## config.mk

```make
export PLATFORM = sky130hd
export DESIGN_NAME = wb_axil_pipelined_bridge
export DESIGN_NICKNAME = d
export VERILOG_FILES = /design/src/rtl/wb_axil_pipelined_bridge.sv
export SDC_FILE = /design/constraint.sdc
export NUM_CORES = 1
export LEC_CHECK = 0
export BUFFER_PORTS_ARGS = -buffer_cell sky130_fd_sc_hd__buf_2
export CORE_ASPECT_RATIO = 0.75
export CORE_MARGIN = 3
export CORE_UTILIZATION = 38
export DETAILED_ROUTE_END_ITERATION = 10
export GPL_ROUTABILITY_DRIVEN = 1
export PLACE_DENSITY = 0.67
export SLEW_MARGIN = 40
export SYNTH_ARGS = -nofsm -noshare
export SYNTH_HDL_FRONTEND = slang
export SYNTH_SLANG_ARGS = --single-unit
export TNS_END_PERCENT = 10
```

## constraint.sdc

```tcl
create_clock -name CLK -period 4.45 [get_ports CLK]
set_clock_uncertainty 0.2 [all_clocks]
set_input_delay 0.445 -clock CLK [delete_from_list [all_inputs] [get_ports CLK]]
set_output_delay 0.445 -clock CLK [all_outputs]
set_load 0.05 [all_outputs]
```

## src/rtl/wb_axil_pipelined_bridge.sv

```systemverilog
// wb_axil_pipelined_bridge
// Pipelined Wishbone B4 slave to AXI4-Lite master bridge. It keeps up to
// MAX_OUTSTANDING transactions of one direction in flight. AW and W complete
// their handshakes independently. A response timeout retires hung entries as
// WB_ERR pulses.
//
// Ports
//   CLK, RST      clock, synchronous active-high reset
//   WB_*          Wishbone pipelined slave: CYC/STB/WE/ADDR/WDATA/SEL in,
//                 STALL/ACK/ERR/RDATA out
//   AXI_*         AXI4-Lite master: AW, W, B, AR and R channels
//   OUTSTANDING   number of accepted requests still waiting for a response
//   TIMEOUT_FLAG  sticky; set when a timeout abort completes
//
// state | meaning
// IDLE  | nothing in flight
// BUSY  | one or more requests in flight, timeout timer counting down
// ABORT | slave timed out; one WB_ERR issued per in-flight entry
module wb_axil_pipelined_bridge #(
  parameter int                    ADDR_WIDTH      = 32,
  parameter int                    DATA_WIDTH      = 32,
  parameter logic [ADDR_WIDTH-1:0] AXI_BASE_ADDR   = '0,
  parameter int                    ADDR_SHIFT      = 2,
  parameter int                    MAX_OUTSTANDING = 4,
  parameter int                    TIMEOUT_CYCLES  = 1024
) (
  input  logic                                 CLK,
  input  logic                                 RST,
  input  logic                                 WB_CYC,
  input  logic                                 WB_STB,
  input  logic                                 WB_WE,
  input  logic [ADDR_WIDTH-1:0]                WB_ADDR,
  input  logic [DATA_WIDTH-1:0]                WB_WDATA,
  input  logic [DATA_WIDTH/8-1:0]              WB_SEL,
  output logic                                 WB_STALL,
  output logic                                 WB_ACK,
  output logic                                 WB_ERR,
  output logic [DATA_WIDTH-1:0]                WB_RDATA,
  output logic [ADDR_WIDTH-1:0]                AXI_AWADDR,
  output logic [2:0]                           AXI_AWPROT,
  output logic                                 AXI_AWVALID,
  input  logic                                 AXI_AWREADY,
  output logic [DATA_WIDTH-1:0]                AXI_WDATA,
  output logic [DATA_WIDTH/8-1:0]              AXI_WSTRB,
  output logic                                 AXI_WVALID,
  input  logic                                 AXI_WREADY,
  input  logic [1:0]                           AXI_BRESP,
  input  logic                                 AXI_BVALID,
  output logic                                 AXI_BREADY,
  output logic [ADDR_WIDTH-1:0]                AXI_ARADDR,
  output logic [2:0]                           AXI_ARPROT,
  output logic                                 AXI_ARVALID,
  input  logic                                 AXI_ARREADY,
  input  logic [DATA_WIDTH-1:0]                AXI_RDATA,
  input  logic [1:0]                           AXI_RRESP,
  input  logic                                 AXI_RVALID,
  output logic                                 AXI_RREADY,
  output logic [$clog2(MAX_OUTSTANDING+1)-1:0] OUTSTANDING,
  output logic                                 TIMEOUT_FLAG
);
  localparam int CW = $clog2(MAX_OUTSTANDING + 1);
  localparam int TW = (TIMEOUT_CYCLES > 1) ? $clog2(TIMEOUT_CYCLES + 1) : 1;
  localparam logic [CW-1:0] CNT_MAX  = CW'(MAX_OUTSTANDING);
  localparam logic [TW-1:0] TMO_LOAD = TW'(TIMEOUT_CYCLES);

  typedef enum logic [1:0] {S_IDLE, S_BUSY, S_ABORT} state_t;

  state_t                  state_q, state_d;
  logic                    aw_valid_q, aw_valid_d;
  logic                    w_valid_q, w_valid_d;
  logic                    ar_valid_q, ar_valid_d;
  logic [ADDR_WIDTH-1:0]   awaddr_q, awaddr_d;
  logic [ADDR_WIDTH-1:0]   araddr_q, araddr_d;
  logic [DATA_WIDTH-1:0]   wdata_q, wdata_d;
  logic [DATA_WIDTH/8-1:0] wstrb_q, wstrb_d;
  logic [DATA_WIDTH-1:0]   rdata_q, rdata_d;
  logic                    ack_q, ack_d;
  logic                    err_q, err_d;
  logic                    dir_q, dir_d;        // 1 = writes in flight
  logic [CW-1:0]           cnt_q, cnt_d;
  logic [TW-1:0]           timer_q, timer_d;
  logic                    timeout_flag_q, timeout_flag_d;

  logic                    stall;
  logic                    accept;
  logic                    resp_fire;
  logic                    resp_err;
  logic                    timeout_hit;
  logic [ADDR_WIDTH-1:0]   addr_xlat;
  logic                    unused_resp_lsb;

  // Only RESP[1] separates OKAY/EXOKAY from SLVERR/DECERR.
  assign unused_resp_lsb = AXI_BRESP[0] ^ AXI_RRESP[0];

  always_comb begin
    stall = aw_valid_q | w_valid_q | ar_valid_q | (cnt_q == CNT_MAX)
          | ((cnt_q != '0) & (WB_WE != dir_q)) | (state_q == S_ABORT);
    accept    = WB_CYC & WB_STB & ~stall;
    addr_xlat = (WB_ADDR - AXI_BASE_ADDR) >> ADDR_SHIFT;
    // Only the direction in flight can answer; anything with nothing
    // outstanding (late reply after abort or reset) is dropped.
    resp_fire = (dir_q ? AXI_BVALID : AXI_RVALID) & (cnt_q != '0) & (state_q != S_ABORT);
    resp_err  = dir_q ? AXI_BRESP[1] : AXI_RRESP[1];
    timeout_hit = (TIMEOUT_CYCLES != 0) && (state_q == S_BUSY) && !accept && !resp_fire
                  && (timer_q == TW'(1));

    state_d        = state_q;
    aw_valid_d     = aw_valid_q & ~AXI_AWREADY;
    w_valid_d      = w_valid_q & ~AXI_WREADY;
    ar_valid_d     = ar_valid_q & ~AXI_ARREADY;
    awaddr_d       = awaddr_q;
    araddr_d       = araddr_q;
    wdata_d        = wdata_q;
    wstrb_d        = wstrb_q;
    rdata_d        = rdata_q;
    ack_d          = 1'b0;
    err_d          = 1'b0;
    dir_d          = dir_q;
    cnt_d          = cnt_q;
    timer_d        = timer_q;
    timeout_flag_d = timeout_flag_q;

    if (accept) begin
      dir_d = WB_WE;
      if (WB_WE) begin
        aw_valid_d = 1'b1;
        w_valid_d  = 1'b1;
        awaddr_d   = addr_xlat;
        wdata_d    = WB_WDATA;
        wstrb_d    = WB_SEL;
      end else begin
        ar_valid_d = 1'b1;
        araddr_d   = addr_xlat;
      end
    end

    if (accept && !resp_fire)      cnt_d = cnt_q + CW'(1);
    else if (!accept && resp_fire) cnt_d = cnt_q - CW'(1);

    // Abandoned cycles still consume the response, they just stay silent.
    if (resp_fire && WB_CYC) begin
      ack_d = ~resp_err;
      err_d = resp_err;
    end
    if (resp_fire && !dir_q) rdata_d = AXI_RDATA;

    if (accept || resp_fire)                       timer_d = TMO_LOAD;
    else if (state_q == S_BUSY && timer_q != '0)   timer_d = timer_q - TW'(1);

    unique case (state_q)
      S_IDLE: begin
        if (cnt_d != '0) state_d = S_BUSY;
      end
      S_BUSY: begin
        if (timeout_hit) begin
          state_d    = S_ABORT;
          aw_valid_d = 1'b0;
          w_valid_d  = 1'b0;
          ar_valid_d = 1'b0;
        end else if (cnt_d == '0) begin
          state_d = S_IDLE;
        end
      end
      S_ABORT: begin
        aw_valid_d = 1'b0;
        w_valid_d  = 1'b0;
        ar_valid_d = 1'b0;
        if (cnt_q != '0) begin
          cnt_d = cnt_q - CW'(1);
          err_d = WB_CYC;
        end
        if (cnt_q <= CW'(1)) begin
          state_d        = S_IDLE;
          timeout_flag_d = 1'b1;
        end
      end
      default: state_d = S_IDLE;
    endcase
  end

  always_ff @(posedge CLK) begin
    if (RST) begin
      state_q        <= S_IDLE;
      aw_valid_q     <= 1'b0;
      w_valid_q      <= 1'b0;
      ar_valid_q     <= 1'b0;
      awaddr_q       <= '0;
      araddr_q       <= '0;
      wdata_q        <= '0;
      wstrb_q        <= '0;
      rdata_q        <= '0;
      ack_q          <= 1'b0;
      err_q          <= 1'b0;
      dir_q          <= 1'b0;
      cnt_q          <= '0;
      timer_q        <= '0;
      timeout_flag_q <= 1'b0;
    end else begin
      state_q        <= state_d;
      aw_valid_q     <= aw_valid_d;
      w_valid_q      <= w_valid_d;
      ar_valid_q     <= ar_valid_d;
      awaddr_q       <= awaddr_d;
      araddr_q       <= araddr_d;
      wdata_q        <= wdata_d;
      wstrb_q        <= wstrb_d;
      rdata_q        <= rdata_d;
      ack_q          <= ack_d;
      err_q          <= err_d;
      dir_q          <= dir_d;
      cnt_q          <= cnt_d;
      timer_q        <= timer_d;
      timeout_flag_q <= timeout_flag_d;
    end
  end

  assign WB_STALL     = stall;
  assign WB_ACK       = ack_q;
  assign WB_ERR       = err_q;
  assign WB_RDATA     = rdata_q;
  assign AXI_AWADDR   = awaddr_q;
  assign AXI_AWPROT   = 3'b000;
  assign AXI_AWVALID  = aw_valid_q;
  assign AXI_WDATA    = wdata_q;
  assign AXI_WSTRB    = wstrb_q;
  assign AXI_WVALID   = w_valid_q;
  assign AXI_BREADY   = 1'b1;
  assign AXI_ARADDR   = araddr_q;
  assign AXI_ARPROT   = 3'b000;
  assign AXI_ARVALID  = ar_valid_q;
  assign AXI_RREADY   = 1'b1;
  assign OUTSTANDING  = cnt_q;
  assign TIMEOUT_FLAG = timeout_flag_q;

endmodule

```

==> metrics <==
critical path arrival 3.22 ns; PwrDens 626 mW/mm²; wire length of the first global-routing pass 25,600 µm; hold buffers post-CTS 0; pre-CTS setup slack 1.37 ns; PostCTS Resize Cnt 0; placement row count 38; mean instance size in the synthesized netlist 7.92 µm²; post-route setup slack 1.36 ns; DRC Markers 0; worst supply voltage drop on vdd 0.000273 V; layout net count 1,078; critical path startpoint category flip-flop; count of endpoints failing setup in the final report 0; static leakage power 3.42 nW; Via density 4.70; final wirelength 16,400 µm; worst-case hold slack 0.0624 ns; Core Box Area 0.0147 mm²; detailed-route via count 5,498; routability congestion estimate from global placement 0.829; number of levels the H-tree was split into 4; cell depth of the worst hold path 3; RSZ-0062 raised after global routing false; layout cells sized above 1 0.310; clock root cell sky130_fd_sc_hd__clkbuf_16; warnings from Yosys 0; Netlist cell types 44; clock insertion delay at the later pin of the skew report 0.41 ns; post-route cell area 0.00770 mm²; via count of the first global-routing pass 5,043; cell total after placement 1,136; Crit Path Category flip-flop to flip-flop; endpoint required time on the critical path 4.58 ns; average detailed-routed wire length per instance 14.0 µm; Worst Path Max Fanout 66; share of synthesized area occupied by flip-flops and latches 0.522; TritonCTS clock tree done; Sinks on Clock Net 151; total power of the final layout 4.82 mW; grt ovf 0; final HPWL from detailed placement 11,200 µm; reported max-cap violation count 0; number of antenna violations at the first check in global routing 2; FF+latch count, synth 151; time the worst path needs with I/O delays and setup 3.09 ns; fraction of synthesis flops using an asynchronous set or reset pin 0; Hold Path Class input port to flip-flop; y dimension of the die 113 µm; maximum number of pins on one net before global-route repair 77; final instance count without filler cells 1,170; synthesized area 0.00579 mm²; Synth Instances 731; number of nets with antenna violations after routing 0; post-route clock period utilization 0.695; Initial DRT Pass Iterations 5; Worst slew margin 0.455; worst-case reg-to-reg path depth 9; Inserted Clock Buffers 17; die outline area 0.0168 mm²; Total GRT Usage 0.187; nature of the critical path endpoint flip-flop; I/O pin count 264; Top FF cell, synth sky130_fd_sc_hd__dfxtp_1; Setup Fix Bufs, Post-CTS 0; endpoints failing hold 0; width of the chip 148 µm; count of final max-slew check failures 0; area after detailed placement 0.00710 mm²; final core utilization 0.524; Layout Area Growth over Synthesis 33.0%; maximum number of buffers from clock root to sink 2; initial core utilization 0.394; Post-synth EDFFs 0; count of input and output buffers 247; clock edge transition at the registers on the reported setup and hold paths 0.07 ns; slew at the pin closest to its max-slew limit 0.818 ns; FMAX 323 MHz; status finished, final reports clean; DR iter-0 viols 238; TNS Setup 0 ns
==> state kept, by name, indices dropped and copies added, names as in the netlist <==
register / count
AXI_WDATA: 32
WB_RDATA: 32
AXI_ARADDR: 30
AXI_AWADDR: 30
timer_q: 11
AXI_WSTRB: 4
OUTSTANDING: 3
state_q: 2
AXI_ARVALID: 1
AXI_AWVALID: 1
AXI_WVALID: 1
TIMEOUT_FLAG: 1
WB_ACK: 1
WB_ERR: 1
dir_q: 1
==> final timing paths <==
kind | start | to | slack, ns
max | state_q[0] | AXI_WSTRB[0] | 1.36
min | WB_WDATA[21] | AXI_WDATA[21] | 0.06
max reg2reg | state_q[0] | AXI_WSTRB[0] | 1.36
min reg2reg | AXI_AWADDR[29] | AXI_AWADDR[29] | 0.25
==> critical path, stage by stage (launching register included) <==
cell                      delay, ns
sky130_fd_sc_hd__dfxtp_1       0.35
sky130_fd_sc_hd__inv_1         0.08
sky130_fd_sc_hd__ha_1          0.34
sky130_fd_sc_hd__nor4_4        0.31
sky130_fd_sc_hd__nand2_1       0.21
sky130_fd_sc_hd__nor2_1        0.40
sky130_fd_sc_hd__and2_2        0.22
sky130_fd_sc_hd__buf_4         0.54
sky130_fd_sc_hd__nand2_1       0.11
sky130_fd_sc_hd__a21oi_1       0.17
==> synthesized netlist by cell type (all sizes together) (3+ instances only) <==
library cell / instances / share of area
dfxtp: 151 / 0.52
nor4: 4 / 0.0080
a21oi: 143 / 0.12
nor3: 9 / 0.0086
nand2: 266 / 0.17
nand2b: 7 / 0.0076
buf: 20 / 0.022
ha: 9 / 0.019
inv: 7 / 0.0045
clkbuf: 38 / 0.025
o21ai: 7 / 0.0061
or3: 7 / 0.0076
xnor2: 5 / 0.0076
nor2: 24 / 0.016
mux2i: 3 / 0.0052
==> placed cells by master, fill, tap and decap left out, types with 2 or more instances in the layout <==
cell                         Yosys  layout
sky130_fd_sc_hd__nand2_1       266     265
sky130_fd_sc_hd__buf_2           8     246
sky130_fd_sc_hd__dfxtp_1       151     151
sky130_fd_sc_hd__a21oi_1       143     143
sky130_fd_sc_hd__nor2_1         24      24
sky130_fd_sc_hd__clkbuf_16       0      17
sky130_fd_sc_hd__conb_1          2      12
sky130_fd_sc_hd__ha_1            9       9
sky130_fd_sc_hd__inv_1           7       7
sky130_fd_sc_hd__nand2b_1        7       7
sky130_fd_sc_hd__o21ai_0         7       7
sky130_fd_sc_hd__buf_4          12       7
sky130_fd_sc_hd__or3_1           7       6
sky130_fd_sc_hd__nor3_1          8       6
sky130_fd_sc_hd__xnor2_1         5       5
sky130_fd_sc_hd__inv_6           0       5
sky130_fd_sc_hd__mux2i_1         3       3
sky130_fd_sc_hd__nor3_2          1       3
sky130_fd_sc_hd__diode_2         0       2
sky130_fd_sc_hd__xor2_1          2       2
sky130_fd_sc_hd__nor4b_1         2       2
sky130_fd_sc_hd__nand3_1         2       2
sky130_fd_sc_hd__nor4_1          2       2
sky130_fd_sc_hd__a211oi_1        2       2
sky130_fd_sc_hd__bufinv_16       0       2
sky130_fd_sc_hd__inv_8           0       2
sky130_fd_sc_hd__clkinv_4        0       2
sky130_fd_sc_hd__clkinvlp_4      0       2
==> where the power goes <==
group          internal (mW)  switching (mW)
sequential              1.54           0.129
clock                  0.844           0.606
combinational          0.487            1.21
total                   2.87            1.94
==> cell families (layout without fill, tap and decap cells) <==
group / Yosys count / in the layout / share of synthesized area
AOI/OAI and AO/OA: 163 / 163 / 0.151
xor gates and xnor gates: 7 / 7 / 0.0106
adders and majority gates: 9 / 9 / 0.0195
buffers and inverters: 65 / 292 / 0.0517
DFF: 151 / 151 / 0.522
muxes: 4 / 4 / 0.00714
other: 2 / 14 / 0.00130
and+or+nand+nor: 330 / 330 / 0.236
==> area by class of cell <==
class | instances | area, µm²
fill | 1444 | 6990
sequential | 151 | 3020
multi-input combinational | 525 | 2520
timing repair buffer | 253 | 1280
clock buffer | 18 | 429
tap | 200 | 250
clock inverter | 14 | 164
inverter | 7 | 26.3
antenna | 2 | 5.00
==> metal layers <==
metal / GRT usage / share of wire / up-vias / wire length, µm
li1: - / - / 2816 / -
met1: 0.231 / 0.44 / 2480 / 7160
met2: 0.296 / 0.44 / 183 / 7290
met3: 0.0821 / 0.10 / 19 / 1680
met4: 0.0615 / 0.016 / 0 / 270
met5: 0 / 0 / - / 0
Note: power is estimated with default switching activity, not from simulation.
